`src/rtl/enemy_lifecycle_if.sv`:
```
// enemy_lifecycle_if: pixel/collision/spawn request bundle plus sprite, score and liveness results
interface enemy_lifecycle_if #(
  parameter int ENEMY_NUM   = 4,
  parameter int IDX_W       = 2,
  parameter int DOWN_FRAMES = 3,
  parameter int GRAY_W      = 4,
  parameter int SCORE_W     = 3
);
  logic                                  vali_i;
  logic [IDX_W-1:0]                      curr_idx_i;
  logic                                  hit_i;
  logic                                  crash_me_i;
  logic                                  bomb_i;
  logic                                  trigger_i;
  logic [IDX_W-1:0]                      trigger_idx_i;
  logic [(DOWN_FRAMES+2)*(1+GRAY_W)-1:0] sprite_i;
  logic                                  vga_alpha_o;
  logic [3*GRAY_W-1:0]                   vga_rgb_o;
  logic [ENEMY_NUM-1:0]                  disappear_o;
  logic [SCORE_W-1:0]                    add_score_o;
  logic [ENEMY_NUM-1:0]                  live_o;
  modport master (
    output vali_i, curr_idx_i, hit_i, crash_me_i, bomb_i, trigger_i, trigger_idx_i, sprite_i,
    input  vga_alpha_o, vga_rgb_o, disappear_o, add_score_o, live_o
  );
  modport slave (
    input  vali_i, curr_idx_i, hit_i, crash_me_i, bomb_i, trigger_i, trigger_idx_i, sprite_i,
    output vga_alpha_o, vga_rgb_o, disappear_o, add_score_o, live_o
  );
endinterface

```
`src/rtl/enemy_lifecycle.sv`:
```
// enemy_lifecycle: per-slot enemy spawn/damage/explosion FSMs, sprite pixel select and score; define ENEMY_HIT_FLASH_EN for the hit-flash state
module enemy_lifecycle #(
  parameter int ENEMY_NUM    = 4,
  parameter int IDX_W        = 2,
  parameter int HP           = 3,
  parameter int HP_W         = 2,
  parameter int DOWN_FRAMES  = 3,
  parameter int CNT_DOWN_MAX = 1000000,
  parameter int CNT_W        = 20,
  parameter int GRAY_W       = 4,
  parameter int SCORE_W      = 3
) (
  input logic              clk_vga,
  input logic              rst,
  enemy_lifecycle_if.slave bus
);
  localparam int FW    = 1 + GRAY_W;
  localparam int FR_W  = DOWN_FRAMES > 1 ? $clog2(DOWN_FRAMES) : 1;
  localparam int POP_W = $clog2(ENEMY_NUM + 1);
`ifdef ENEMY_HIT_FLASH_EN
  localparam bit HIT_FLASH = 1'b1;
`else
  localparam bit HIT_FLASH = 1'b0;
`endif
  typedef enum logic [1:0] {S_IDLE, S_NORMAL, S_HIT, S_DOWN} state_t;
  state_t               r_state     [ENEMY_NUM];
  state_t               w_state_nxt [ENEMY_NUM];
  logic [HP_W-1:0]      r_hp        [ENEMY_NUM];
  logic [HP_W-1:0]      w_hp_nxt    [ENEMY_NUM];
  logic [FR_W-1:0]      r_frame     [ENEMY_NUM];
  logic [FR_W-1:0]      w_frame_nxt [ENEMY_NUM];
  logic [CNT_W-1:0]     r_cnt;
  logic                 r_tick;
  logic [ENEMY_NUM-1:0] w_live;
  logic [ENEMY_NUM-1:0] w_addr;
  logic [ENEMY_NUM-1:0] w_kill;
  logic [ENEMY_NUM-1:0] w_disappear;
  logic [POP_W-1:0]     w_pop;
  state_t               w_sel_state;
  logic [FR_W-1:0]      w_sel_frame;
  logic [FW-1:0]        w_down;
  logic [FW-1:0]        w_field;

  // frame-rate divider: tick is high for the single cycle following each wrap
  always_ff @(posedge clk_vga or posedge rst)
    if (rst) begin
      r_cnt  <= '0;
      r_tick <= 1'b0;
    end else begin
      r_tick <= r_cnt == CNT_W'(CNT_DOWN_MAX - 1);
      r_cnt  <= r_cnt == CNT_W'(CNT_DOWN_MAX - 1) ? '0 : r_cnt + CNT_W'(1);
    end

  // slot state registers
  always_ff @(posedge clk_vga or posedge rst)
    if (rst) begin
      r_state <= '{default: S_IDLE};
      r_hp    <= '{default: '0};
      r_frame <= '{default: '0};
    end else begin
      r_state <= w_state_nxt;
      r_hp    <= w_hp_nxt;
      r_frame <= w_frame_nxt;
    end

  // per-slot next state: spawn, kill (bomb > crash > fatal hit), damage, flash recovery, explosion frames
  always_comb begin
    for (int s = 0; s < ENEMY_NUM; s++) begin
      w_state_nxt[s] = r_state[s];
      w_hp_nxt[s]    = r_hp[s];
      w_frame_nxt[s] = r_frame[s];
      w_live[s]      = r_state[s] == S_NORMAL || r_state[s] == S_HIT;
      w_addr[s]      = bus.vali_i && bus.curr_idx_i == IDX_W'(s) && int'(bus.curr_idx_i) < ENEMY_NUM;
      w_kill[s]      = w_live[s] && (bus.bomb_i || w_addr[s] && (bus.crash_me_i || bus.hit_i && r_hp[s] == HP_W'(1)));
      w_disappear[s] = r_state[s] == S_DOWN && r_tick && r_frame[s] == FR_W'(DOWN_FRAMES - 1);
      if (r_state[s] == S_IDLE && bus.trigger_i && bus.trigger_idx_i == IDX_W'(s)) begin
        w_state_nxt[s] = S_NORMAL;
        w_hp_nxt[s]    = HP_W'(HP);
        w_frame_nxt[s] = '0;
      end else if (w_kill[s]) begin
        w_state_nxt[s] = S_DOWN;
        w_hp_nxt[s]    = '0;
        w_frame_nxt[s] = '0;
      end else if (w_live[s] && w_addr[s] && bus.hit_i) begin
        w_state_nxt[s] = HIT_FLASH ? S_HIT : S_NORMAL;
        w_hp_nxt[s]    = r_hp[s] - HP_W'(1);
      end else if (r_state[s] == S_HIT && r_tick) begin
        w_state_nxt[s] = S_NORMAL;
      end else if (r_state[s] == S_DOWN && r_tick) begin
        w_state_nxt[s] = w_disappear[s] ? S_IDLE : S_DOWN;
        w_frame_nxt[s] = w_disappear[s] ? '0 : r_frame[s] + FR_W'(1);
      end
    end
  end

  // zero-latency sprite field select for the slot owning the current pixel
  always_comb begin
    w_sel_state = S_IDLE;
    w_sel_frame = '0;
    w_down      = '0;
    for (int s = 0; s < ENEMY_NUM; s++)
      if (bus.vali_i && bus.curr_idx_i == IDX_W'(s)) begin
        w_sel_state = r_state[s];
        w_sel_frame = r_frame[s];
      end
    for (int k = 0; k < DOWN_FRAMES; k++)
      if (w_sel_frame == FR_W'(k)) w_down = bus.sprite_i[(DOWN_FRAMES - 1 - k) * FW +: FW];
    w_field = w_sel_state == S_NORMAL ? bus.sprite_i[(DOWN_FRAMES + 1) * FW +: FW] :
              (HIT_FLASH && w_sel_state == S_HIT) ? bus.sprite_i[DOWN_FRAMES * FW +: FW] :
              w_sel_state == S_DOWN ? w_down : '0;
  end

  // score: number of explosions finishing this cycle, saturated
  always_comb begin
    w_pop = '0;
    for (int s = 0; s < ENEMY_NUM; s++) w_pop = w_pop + POP_W'(w_disappear[s]);
    bus.add_score_o = int'(w_pop) > 2 ** SCORE_W - 1 ? '1 : SCORE_W'(w_pop);
  end

  assign bus.vga_alpha_o = w_field[FW-1];
  assign bus.vga_rgb_o   = {3{w_field[GRAY_W-1:0]}};
  assign bus.disappear_o = w_disappear;
  assign bus.live_o      = w_live;
endmodule

```
`src/flat_wrapper.sv`:
```
// flat-port wrapper written by rule: the top's interface ports become plain ports
module enemy_lifecycle_flat 
#(
  parameter int ENEMY_NUM    = 4,
  parameter int IDX_W        = 2,
  parameter int HP           = 3,
  parameter int HP_W         = 2,
  parameter int DOWN_FRAMES  = 3,
  parameter int CNT_DOWN_MAX = 1000000,
  parameter int CNT_W        = 20,
  parameter int GRAY_W       = 4,
  parameter int SCORE_W      = 3
)
  (clk_vga, rst, bus_vali_i, bus_curr_idx_i, bus_hit_i, bus_crash_me_i, bus_bomb_i, bus_trigger_i, bus_trigger_idx_i, bus_sprite_i, bus_vga_alpha_o, bus_vga_rgb_o, bus_disappear_o, bus_add_score_o, bus_live_o);
  enemy_lifecycle_if #(.ENEMY_NUM(ENEMY_NUM), .IDX_W(IDX_W), .DOWN_FRAMES(DOWN_FRAMES), .GRAY_W(GRAY_W), .SCORE_W(SCORE_W)) bus_i ();
  input logic clk_vga;
  input logic rst;
  input wire logic [$bits(bus_i.vali_i)-1:0] bus_vali_i;
  input wire logic [$bits(bus_i.curr_idx_i)-1:0] bus_curr_idx_i;
  input wire logic [$bits(bus_i.hit_i)-1:0] bus_hit_i;
  input wire logic [$bits(bus_i.crash_me_i)-1:0] bus_crash_me_i;
  input wire logic [$bits(bus_i.bomb_i)-1:0] bus_bomb_i;
  input wire logic [$bits(bus_i.trigger_i)-1:0] bus_trigger_i;
  input wire logic [$bits(bus_i.trigger_idx_i)-1:0] bus_trigger_idx_i;
  input wire logic [$bits(bus_i.sprite_i)-1:0] bus_sprite_i;
  output wire logic [$bits(bus_i.vga_alpha_o)-1:0] bus_vga_alpha_o;
  output wire logic [$bits(bus_i.vga_rgb_o)-1:0] bus_vga_rgb_o;
  output wire logic [$bits(bus_i.disappear_o)-1:0] bus_disappear_o;
  output wire logic [$bits(bus_i.add_score_o)-1:0] bus_add_score_o;
  output wire logic [$bits(bus_i.live_o)-1:0] bus_live_o;
  assign bus_i.vali_i = bus_vali_i;
  assign bus_i.curr_idx_i = bus_curr_idx_i;
  assign bus_i.hit_i = bus_hit_i;
  assign bus_i.crash_me_i = bus_crash_me_i;
  assign bus_i.bomb_i = bus_bomb_i;
  assign bus_i.trigger_i = bus_trigger_i;
  assign bus_i.trigger_idx_i = bus_trigger_idx_i;
  assign bus_i.sprite_i = bus_sprite_i;
  assign bus_vga_alpha_o = bus_i.vga_alpha_o;
  assign bus_vga_rgb_o = bus_i.vga_rgb_o;
  assign bus_disappear_o = bus_i.disappear_o;
  assign bus_add_score_o = bus_i.add_score_o;
  assign bus_live_o = bus_i.live_o;
  enemy_lifecycle #(.ENEMY_NUM(ENEMY_NUM), .IDX_W(IDX_W), .HP(HP), .HP_W(HP_W), .DOWN_FRAMES(DOWN_FRAMES), .CNT_DOWN_MAX(CNT_DOWN_MAX), .CNT_W(CNT_W), .GRAY_W(GRAY_W), .SCORE_W(SCORE_W)) u_core (.clk_vga(clk_vga), .rst(rst), .bus(bus_i));
endmodule
```
`config.mk`:
```
export PLATFORM = sky130hd
export DESIGN_NAME = enemy_lifecycle_flat
export DESIGN_NICKNAME = d
export VERILOG_FILES = /design/src/rtl/enemy_lifecycle_if.sv /design/src/rtl/enemy_lifecycle.sv /design/src/flat_wrapper.sv
export SDC_FILE = /design/constraint.sdc
export NUM_CORES = 1
export LEC_CHECK = 0
export CAP_MARGIN = 20
export CORE_ASPECT_RATIO = 0.6
export CORE_MARGIN = 10
export CORE_UTILIZATION = 35
export CTS_CLUSTER_DIAMETER = 50
export CTS_CLUSTER_SIZE = 10
export DETAILED_ROUTE_END_ITERATION = 7
export REMOVE_ABC_BUFFERS = 1
export SYNTH_ARGS = -nofsm -noshare
export SYNTH_HDL_FRONTEND = slang
export SYNTH_SLANG_ARGS = --single-unit
```
`constraint.sdc`:
```
create_clock -name clk_vga -period 3.69 [get_ports clk_vga]
set_input_delay 0.738 -clock clk_vga [delete_from_list [all_inputs] [get_ports clk_vga]]
set_output_delay 0.738 -clock clk_vga [all_outputs]
set_load 0.005 [all_outputs]
```
# Yosys cells after proc, flatten, opt, wreduce, memory -nomap -nowiden
# Index checks and enable logic that the tools add are counted.
# totals
elab_cells	218
regBits	45
output_inout_bits	24
in_bits	36
# op_classes
mux	74
eq_ne	39
n_reduce_logical	79
addsub	12
# ops
operator	n
2-to-1 mux 2 bit	68
logical AND 1 bit	44
equality test 2 bit (second input constant)	18
2-to-1 mux 5 bit	5
equality test 2 x 1 -> 1 bit (second input constant)	12
inequality test 3 x 1 -> 1 bit (second input constant)	8
nonzero test 3 bit	8
adder 20 x 1 -> 20 bit (second input constant)	1
equality test 20 bit (second input constant)	1
2-to-1 mux 20 bit	1
nonzero test 5 bit	4
zero test 2 bit	7
logical OR 1 bit	12
AND reduction 3 bit	4
adder 2 x 1 -> 2 bit (second input constant)	4
subtractor 2 x 1 -> 2 bit (second input constant)	4
adder 3 x 1 -> 3 bit	2
adder 1 x 1 -> 2 bit	1

# Depth between registers and ports, before layout
# Gate-level depths: netlist of the first run.
# depth
word_depth	12
mapped_depth	8
mapped_depth_nobuf	8

# Worst setup path before layout of the first run
# No wires, ideal clock.
# synth_timing
path_type	input to output
start	input port bus_curr_idx_i[0]
end	output port bus_vga_rgb_o[11]
n_path_buf	3
arrival_ns	2.045
setup_slack_ns	0.907
path_stages	8
cell_sequence	buf_6 > buf_6 > mux2i_1 > o22ai_4 > mux2i_1 > o22a_1 > o21ai_1 > buf_4
# synth_via
elab_chain_cells	12
word_cells_on_any_way	26
cone_classes	eq/ne (7); mux (13); reduce/logical (6)
# synth_rtl
item	line_no	source
start: declaration	flat_wrapper.sv:19	input wire logic [$bits(bus_i.curr_idx_i)-1:0] bus_curr_idx_i;
zero test 2 bit	enemy_lifecycle.sv:102	if (bus.vali_i && bus.curr_idx_i == IDX_W'(s)) begin
logical AND 1 bit	enemy_lifecycle.sv:102	
2-to-1 mux 2 bit (4 in series)	enemy_lifecycle.sv:102	
zero test 2 bit	enemy_lifecycle.sv:107	if (w_sel_frame == FR_W'(k)) w_down = bus.sprite_i[(DOWN_FRAMES - 1 - k) * FW +: FW];
2-to-1 mux 5 bit (3 in series)	enemy_lifecycle.sv:107	
2-to-1 mux 5 bit	enemy_lifecycle.sv:110	w_sel_state == S_DOWN ? w_down : '0;
2-to-1 mux 5 bit (*)	enemy_lifecycle.sv:108	w_field = w_sel_state == S_NORMAL ? bus.sprite_i[(DOWN_FRAMES + 1) * FW +: FW] :
end: declaration	flat_wrapper.sv:27	output wire logic [$bits(bus_i.vga_rgb_o)-1:0] bus_vga_rgb_o;
# Mark *: on every way between the ends. The rest lies on a longest branch, timed or not.

# Worst setup path in the final report of the first run
# layout_timing
start	input port bus_vali_i
end	output port bus_vga_rgb_o[10]
# layout_via
elab_chain_cells	11
word_cells_on_any_way	22
cone_classes	eq/ne (4); mux (13); reduce/logical (5)
# layout_rtl
item	line_no	source
start: declaration	flat_wrapper.sv:18	input wire logic [$bits(bus_i.vali_i)-1:0] bus_vali_i;
logical AND 1 bit	enemy_lifecycle.sv:102	
2-to-1 mux 2 bit (4 in series)	enemy_lifecycle.sv:102	
zero test 2 bit	enemy_lifecycle.sv:107	
2-to-1 mux 5 bit (3 in series)	enemy_lifecycle.sv:107	
2-to-1 mux 5 bit	enemy_lifecycle.sv:110	
2-to-1 mux 5 bit (*)	enemy_lifecycle.sv:108	
# Marked as above.

==> summary.txt, run 1 <==
Final setup viols -> 0
P_sw -> 438 uW
Unrepaired setup endpoints after global routing -> no
Yosys warnings -> 0
CP required -> 2.95 ns
Initial DRT Pass Iterations -> 4
Pin count of the biggest net entering global routing -> 46
Final ANT Viol Nets -> 0
Gate power share -> 0.257
Clk_skew -> 0.00850 ns
Post-synthesis mux area share -> 0.0640
Bufs on Longest Clock Path -> 2
ANT cells -> 0
Clock tree root driver cell -> clkbuf_16
Residual DRC -> 0
All-Layer GR Usage -> 0.120
Post-Syn Instances -> 318
CTS Buf Count -> 5
Crit Path Max Fanout -> 8
Crit path time final -> 3.53 ns
Initial core utilization -> 0.359
Worst setup SP type -> primary input
Worst slew margin -> 0.364
Synth Area in Adders -> 0.0845
Combinational family with the most area after synthesis -> simple AND/OR/NAND/NOR gates
Total grt overflow -> 0
Simple-gate portion of the synthesized area -> 0.230
Synth top cells by count -> 45 x dfrtp_1, 34 x nand2_1, 19 x ha_1
WL/cell -> 15.8 um
HPWL after DPL -> 5990 um
Synth Area in Compound Gates -> 0.151
# hold bufs at CTS -> 0
Synth area leaders -> dfrtp_1 37%, ha_1 7.8%, mux2i_1 4.9%, nand2_1 4.2%, xnor2_1 2.9%
Final WS setup -> 0.157 ns
Final WL -> 7810 um
CTS H-tree depth -> 2
XOR/XNOR Fraction of Synth Area -> 0.0460
Setup TNS -> 0 ns
Number of global-route vias before repair -> 2461
Post-synth EDFFs -> 0
Final period utilization -> 0.957
TritonCTS clock tree -> yes
R2R Setup Slk -> 1.72 ns
Via density -> 5.13
Vias post-DR -> 2527
Clock Pin Slew Worst Setup and Hold Paths -> 0.07 ns
Seq cells post-synth -> 45
Cell Rows -> 26
Crit path max-delay family -> buffers and inverters
FFs w/ async S/R, synth -> 1.00
Leading area contributor after synthesis -> dfrtp_1
Worst-path cell chain -> clkdlybuf4s50_1 -> nand2_2 -> o22ai_4 -> mux2_2 -> mux2i_1 -> o21ai_1 -> dlygate4sd2_1
Clock Power Share -> 0.354
Area of the core -> 0.00849 mm2
Post-synth top area share -> 0.369
Cell with the most instances after synthesis -> dfrtp_1
F_max -> 283 MHz
I/O pins -> 60
Part of the Yosys area used for sequential elements -> 0.369
Die Area -> 0.0130 mm2
Worst Path Buf+Inv -> 2
Area Overhead vs Synth -> 28.8%
Die Span X -> 141 um
Hold Vio Cnt, Final -> 0
Sw frac -> 0.291
Max VDD drop -> 0.000176 V
Worst EP arrival -> 2.79 ns
DRT iter0 DRCs -> 166
Synth Flop Type -> dfrtp_1
Critical Path Max Stage Delay -> 0.67 ns
Fin util -> 0.462
Sequential power share -> 0.389
Leakage power -> 0.00184 uW
PD cells -> 383 mW/mm2
Fin. max-slew vios -> 0
Clock Sinks -> 45
Hold/Removal Path Class -> flip-flop to flip-flop
Place WS -> -0.0977 ns
Die H -> 92.3 um
Crit path kind -> primary input to output port
Int Power -> 1070 uW
Layout cell share with drive strength beyond 1 -> 0.129
Status -> finished clean
Cell variety after synth -> 59
CP max stage cell -> clkdlybuf4s50_1
First-pass GRT wire length -> 12900 um
Max cap viols -> 0
RePlAce Congestion -> 0.830
Skew-Pair Late Insertion Delay -> 0.29 ns
Setup crit end kind -> output port
Nets@finish -> 436
Synth Cell Area -> 0.00305 mm2
Initial antenna violation count -> 0
Syn_area_per_cell -> 9.59 um2
Port Buffers -> 54
Worst Tran Pin Value -> 0.953 ns
worst register-to-register path, stage by stage, from the launching register on:
cell and delay [ns]:
dfrtp_1 0.41, inv_1 0.08, ha_1 0.33, nand2_1 0.12, o31ai_2 0.10, nor3_1 0.45, a21oi_1 0.14, a32o_1 0.23
cell families (layout without fill, tap and decap cells):
logic type | Yosys count | after routing
xor gates and xnor gates | 16 | 16
AOI/OAI and AO/OA | 66 | 66
adders and majority gates | 20 | 20
DFF | 45 | 45
buffers and inverters | 31 | 94
muxes | 19 | 19
and+or+nand+nor | 121 | 121
routing by layer:
| metal | vias up | part of all wire | GRT usage |
|---|---|---|---|
| li1 | 1261 | - | - |
| met1 | 1185 | 0.53 | 0.178 |
| met2 | 73 | 0.39 | 0.168 |
| met3 | 8 | 0.071 | 0.0337 |
| met4 | 0 | 0.0073 | 0.0257 |
| met5 | - | 0 | 0 |
placed cells by master, fill, tap and decap left out, types with 3 or more instances in the layout:
| master | instances |
|---|---|
| ha_1 | 19 |
| a21oi_1 | 15 |
| nand3b_1 | 3 |
| nor2b_1 | 4 |
| mux2i_1 | 14 |
| and4b_1 | 3 |
| mux2_2 | 4 |
| buf_4 | 13 |
| inv_1 | 16 |
| and2_1 | 3 |
| o21ai_0 | 15 |
| xnor2_1 | 10 |
| clkdlybuf4s50_1 | 40 |
| nor2_1 | 18 |
| nand2_1 | 34 |
| nand4b_1 | 3 |
| dlygate4sd2_1 | 12 |
| a2bb2oi_1 | 4 |
| o21ai_1 | 6 |
| clkbuf_16 | 5 |
| nand4_1 | 5 |
| xor2_1 | 6 |
| nand3_1 | 16 |
| o21a_1 | 4 |
| and3_1 | 6 |
| nor3_1 | 4 |
| dfrtp_1 | 44 |
| o211ai_1 | 3 |
| o2111ai_1 | 3 |
registers in the layout, indices dropped and copies added, names as in the netlist:
register and flops:
u_core.r_cnt 20, u_core.r_tick 1, u_core.r_frame 8, u_core.r_state 8
u_core.r_hp 8
path summary, 6_finish.rpt:
kind / start / end / depth (start not counted)
worst min register to register: u_core.r_cnt[18] / u_core.r_cnt[18] / 1
worst max register to register: u_core.r_state[6] / u_core.r_state[7] / 7
worst min-delay path: u_core.r_cnt[18] / u_core.r_cnt[18] / 1
worst max-delay path: bus_vali_i / bus_vga_rgb_o[10] / 7
min in group asynchronous: rst / u_core.r_frame[5] / 2
max in group asynchronous: rst / u_core.r_state[5] / 2
metrics by stage:
| step | instances | hold WS, ns | cell area, um2 | power, uW |
|---|---|---|---|---|
| 2_1_floorplan | 305 | 0.445 | 2950 | 803 |
| 3_3_place_gp | 483 | 0.462 | 3730 | 969 |
| 3_5_place_dp | 483 | 0.470 | 3730 | 985 |
| 4_1_cts | 491 | 0.482 | 3910 | 1510 |
| 5_1_grt | 493 | 0.503 | 3930 | 1590 |
| 6_report | 493 | 0.481 | 3930 | 1510 |
power by group through the flow:
stage / sequential [uW] / combinational (uW) / clock, uW
floorplan: 582 / 221 / 0
global placement: 592 / 377 / 0
detailed placement: 596 / 389 / 0
CTS: 588 / 384 / 542
global route: 591 / 439 / 564
finish: 586 / 387 / 532
repair_timing:
item,CTS,global route
endpoints found under the setup margin,13,2
gates resized for setup,16,2
setup buffers,0,2
cell type report:
class                   instances  area (um2)
inverters                      18        67.6
clock inverters                 3        50.0
well taps                     112         140
flip-flops and latches         45        1130
repair buffers                 68         648
fillers                       795        4560
clock buffers                   5         125
multi-input cells             242        1770
No activity file was read; power rests on OpenSTA's default activity.
==> run 2: changes to the inputs <==
Settings changed: CAP_MARGIN 20 to default.
==> results of run 2 <==
No change in the layout: final DEF, timing and power equal those of run 1.
==> run 3: changes to the inputs <==
Settings changed: GPL_TIMING_DRIVEN from default to 0.
==> run 3 against run 2 <==
Compared with the run above:
- clock power shrank 12%
- sequential cell count is the same
- critical path depth unchanged
- first-iteration DRC count fell by 13%
- fmax fell by 1.4%
- combinational power about the same
- core utilization down 0.57 points
- clock-buffer cell count up 1
==> summary.txt, run 3 (synthesized netlist as in run 1, its figures left out) <==
Status -> finished clean
DR top layer -> met4
WL met2 -> 3070 um (+0.46%)
Clock tree root driver cell -> clkbuf_16
DRT met1 WL -> 4190 um (+1.1%)
Crit path max-delay family -> compound AO/OA/AOI/OAI gates
Commonest non-fill, non-tap cell in the layout -> clkdlybuf4s50_1
DRT iter0 DRCs -> 145 (-13%)
Max cap viols -> 0 (unchanged)
# hold bufs at CTS -> 0 (unchanged)
WL/cell -> 16.1 um (+1.6%)
Fin util -> 0.457 (-0.00575)
Final period utilization -> 0.971 (+0.0141)
Worst Tran Pin Value -> 0.603 ns (-0.349 ns)
Max reg flops -> 20 (unchanged)
Setup TNS -> 0 ns (unchanged)
Design area -> 0.00388 mm2 (-1.2%)
Area Overhead vs Synth -> 27.2%
Fin. max-slew vios -> 0 (unchanged)
F_max -> 279 MHz (-1.4%)
Crit path time final -> 3.58 ns (+0.0519 ns)
Pin count of the biggest net entering global routing -> 37 (-20%)
HPWL after DPL -> 5960 um (-0.59%)
Die Span X -> 141 um (unchanged)
Worst EP arrival -> 2.85 ns (+0.06 ns)
Final hold slack -> 0.486 ns (+0.00555 ns)
Commonest cells after routing, fill and taps aside -> 50 x clkdlybuf4s50_1, 43 x dfrtp_1, 34 x nand2_1
Skew-Pair Late Insertion Delay -> 0.29 ns (about the same)
Final WL -> 7840 um (+0.40%)
Worst Path Buf+Inv -> 2 (unchanged)
Nets@finish -> 430 (-1.4%)
All-Layer GR Usage -> 0.120 (about the same)
Clock Sinks -> 45 (unchanged)
Final setup viols -> 0 (unchanged)
CTS Buf Count -> 5 (unchanged)
Setup crit end kind -> output port
Area of the core -> 0.00849 mm2 (unchanged)
Leakage power -> 0.00174 uW (-5.2%)
Crit Path Max Fanout -> 15 (+7)
Initial DRT Pass Iterations -> 4 (unchanged)
Die H -> 92.3 um (unchanged)
RePlAce Congestion -> 0.822 (-0.89%)
PD cells -> 371 mW/mm2 (-3.2%)
Total grt overflow -> 0 (unchanged)
Bufs on Longest Clock Path -> 2 (unchanged)
Clk_skew -> 0.00592 ns (-0.00258 ns)
Worst setup SP type -> primary input
Via density -> 5.14 (+0.35%)
CTS H-tree depth -> 2 (unchanged)
Hold/Removal Path Class -> flip-flop to flip-flop
Critical Path Max Stage Delay -> 0.56 ns (-0.11 ns)
Clock Pin Slew Worst Setup and Hold Paths -> 0.07 ns (about the same)
Max VDD drop -> 0.000220 V (+26%)
First-pass GRT wire length -> 12900 um (-0.10%)
WL met3 -> 535 um (-3.4%)
CP required -> 2.95 ns (about the same)
Port Buffers -> 54 (unchanged)
Final ANT Viol Nets -> 0 (unchanged)
Crit path kind -> primary input to output port
Worst slew margin -> 0.594 (+0.230)
I/O pins -> 60 (unchanged)
ANT cells -> 0 (unchanged)
Number of global-route vias before repair -> 2498 (+1.5%)
Vias post-DR -> 2505 (-0.87%)
Tot Pwr -> 1440 uW (-4.4%)
Residual DRC -> 0 (unchanged)
TritonCTS clock tree -> yes
Initial core utilization -> 0.359 (unchanged)
Cell Rows -> 26 (unchanged)
Die Area -> 0.0130 mm2 (unchanged)
Initial antenna violation count -> 0 (unchanged)
Hold Vio Cnt, Final -> 0 (unchanged)
Layout cell share with drive strength beyond 1 -> 0.128 (-0.000609)
Placed Area -> 0.00365 mm2 (-2.2%)
Largest register by flop count -> u_core.r_cnt
CP max stage cell -> clkdlybuf4s50_1
Unrepaired setup endpoints after global routing -> no
Worst-path cell chain -> clkdlybuf4s15_2 -> nand2b_2 -> o22ai_4 -> o221a_2 -> a2bb2oi_1 -> o21ai_1 -> clkdlybuf4s50_1
==> run 3: changes by cell type in the layout (fill, tap and decap cells not counted), sizes merged, moves of 2 or more <==
cell,previous run,this run
dlygate4sd2,12,0
buf,14,9
clkdlybuf4s50,40,50
clkbuf,5,7
==> run 3: per-layer routing <==
layer	GRT usage	vias up
met3	0.0403	5
met4	0.0265	0
li1	-	1254
met1	0.174	1170
met5	0	-
met2	0.167	76
==> run 3: path summary, 6_finish.rpt <==
path	start	slack, ns	depth (start not counted)	end
worst min register to register	u_core.r_cnt[0]	0.49	1	u_core.r_cnt[0]
worst min-delay path	u_core.r_cnt[0]	0.49	1	u_core.r_cnt[0]
min in group asynchronous	rst	0.68	2	u_core.r_cnt[1]
worst max register to register	u_core.r_state[6]	1.73	7	u_core.r_state[7]
worst max-delay path	bus_curr_idx_i[1]	0.11	7	bus_vga_rgb_o[5]
max in group asynchronous	rst	2.52	3	u_core.r_state[5]
==> run 3: cell type report <==
cell class	count	area, um2
Clock buffer	6	139
Multi-Input combinational cell	242	1780
Inverter	18	67.6
Fill cell	807	4610
Clock inverter	2	16.3
Timing Repair Buffer	62	607
Sequential cell	45	1130
Tap cell	112	140
==> run 3: per-stage QoR <==
stage               cells  setup WS [ns]
finish                487          0.106
detailed placement    472         -0.539
global placement      471         -0.581
floorplan             305          0.872
CTS                   480        0.00199
global route          487         0.0235
==> run 3: report_power, final <==
part / total, uW / internal, uW / leakage (uW) / switching, uW
logic: 387 / 203 / 0.00110 / 184
clock network: 467 / 272 / 0.0000735 / 195
registers: 585 / 543 / 0.000572 / 41.7
==> run 3: timing repair <==
| action | 4_1_cts | 5_1_grt |
|---|---|---|
| buffers inserted | 0 | 7 |
| gates resized for setup | 10 | 10 |
| setup endpoints to repair | 16 | 16 |
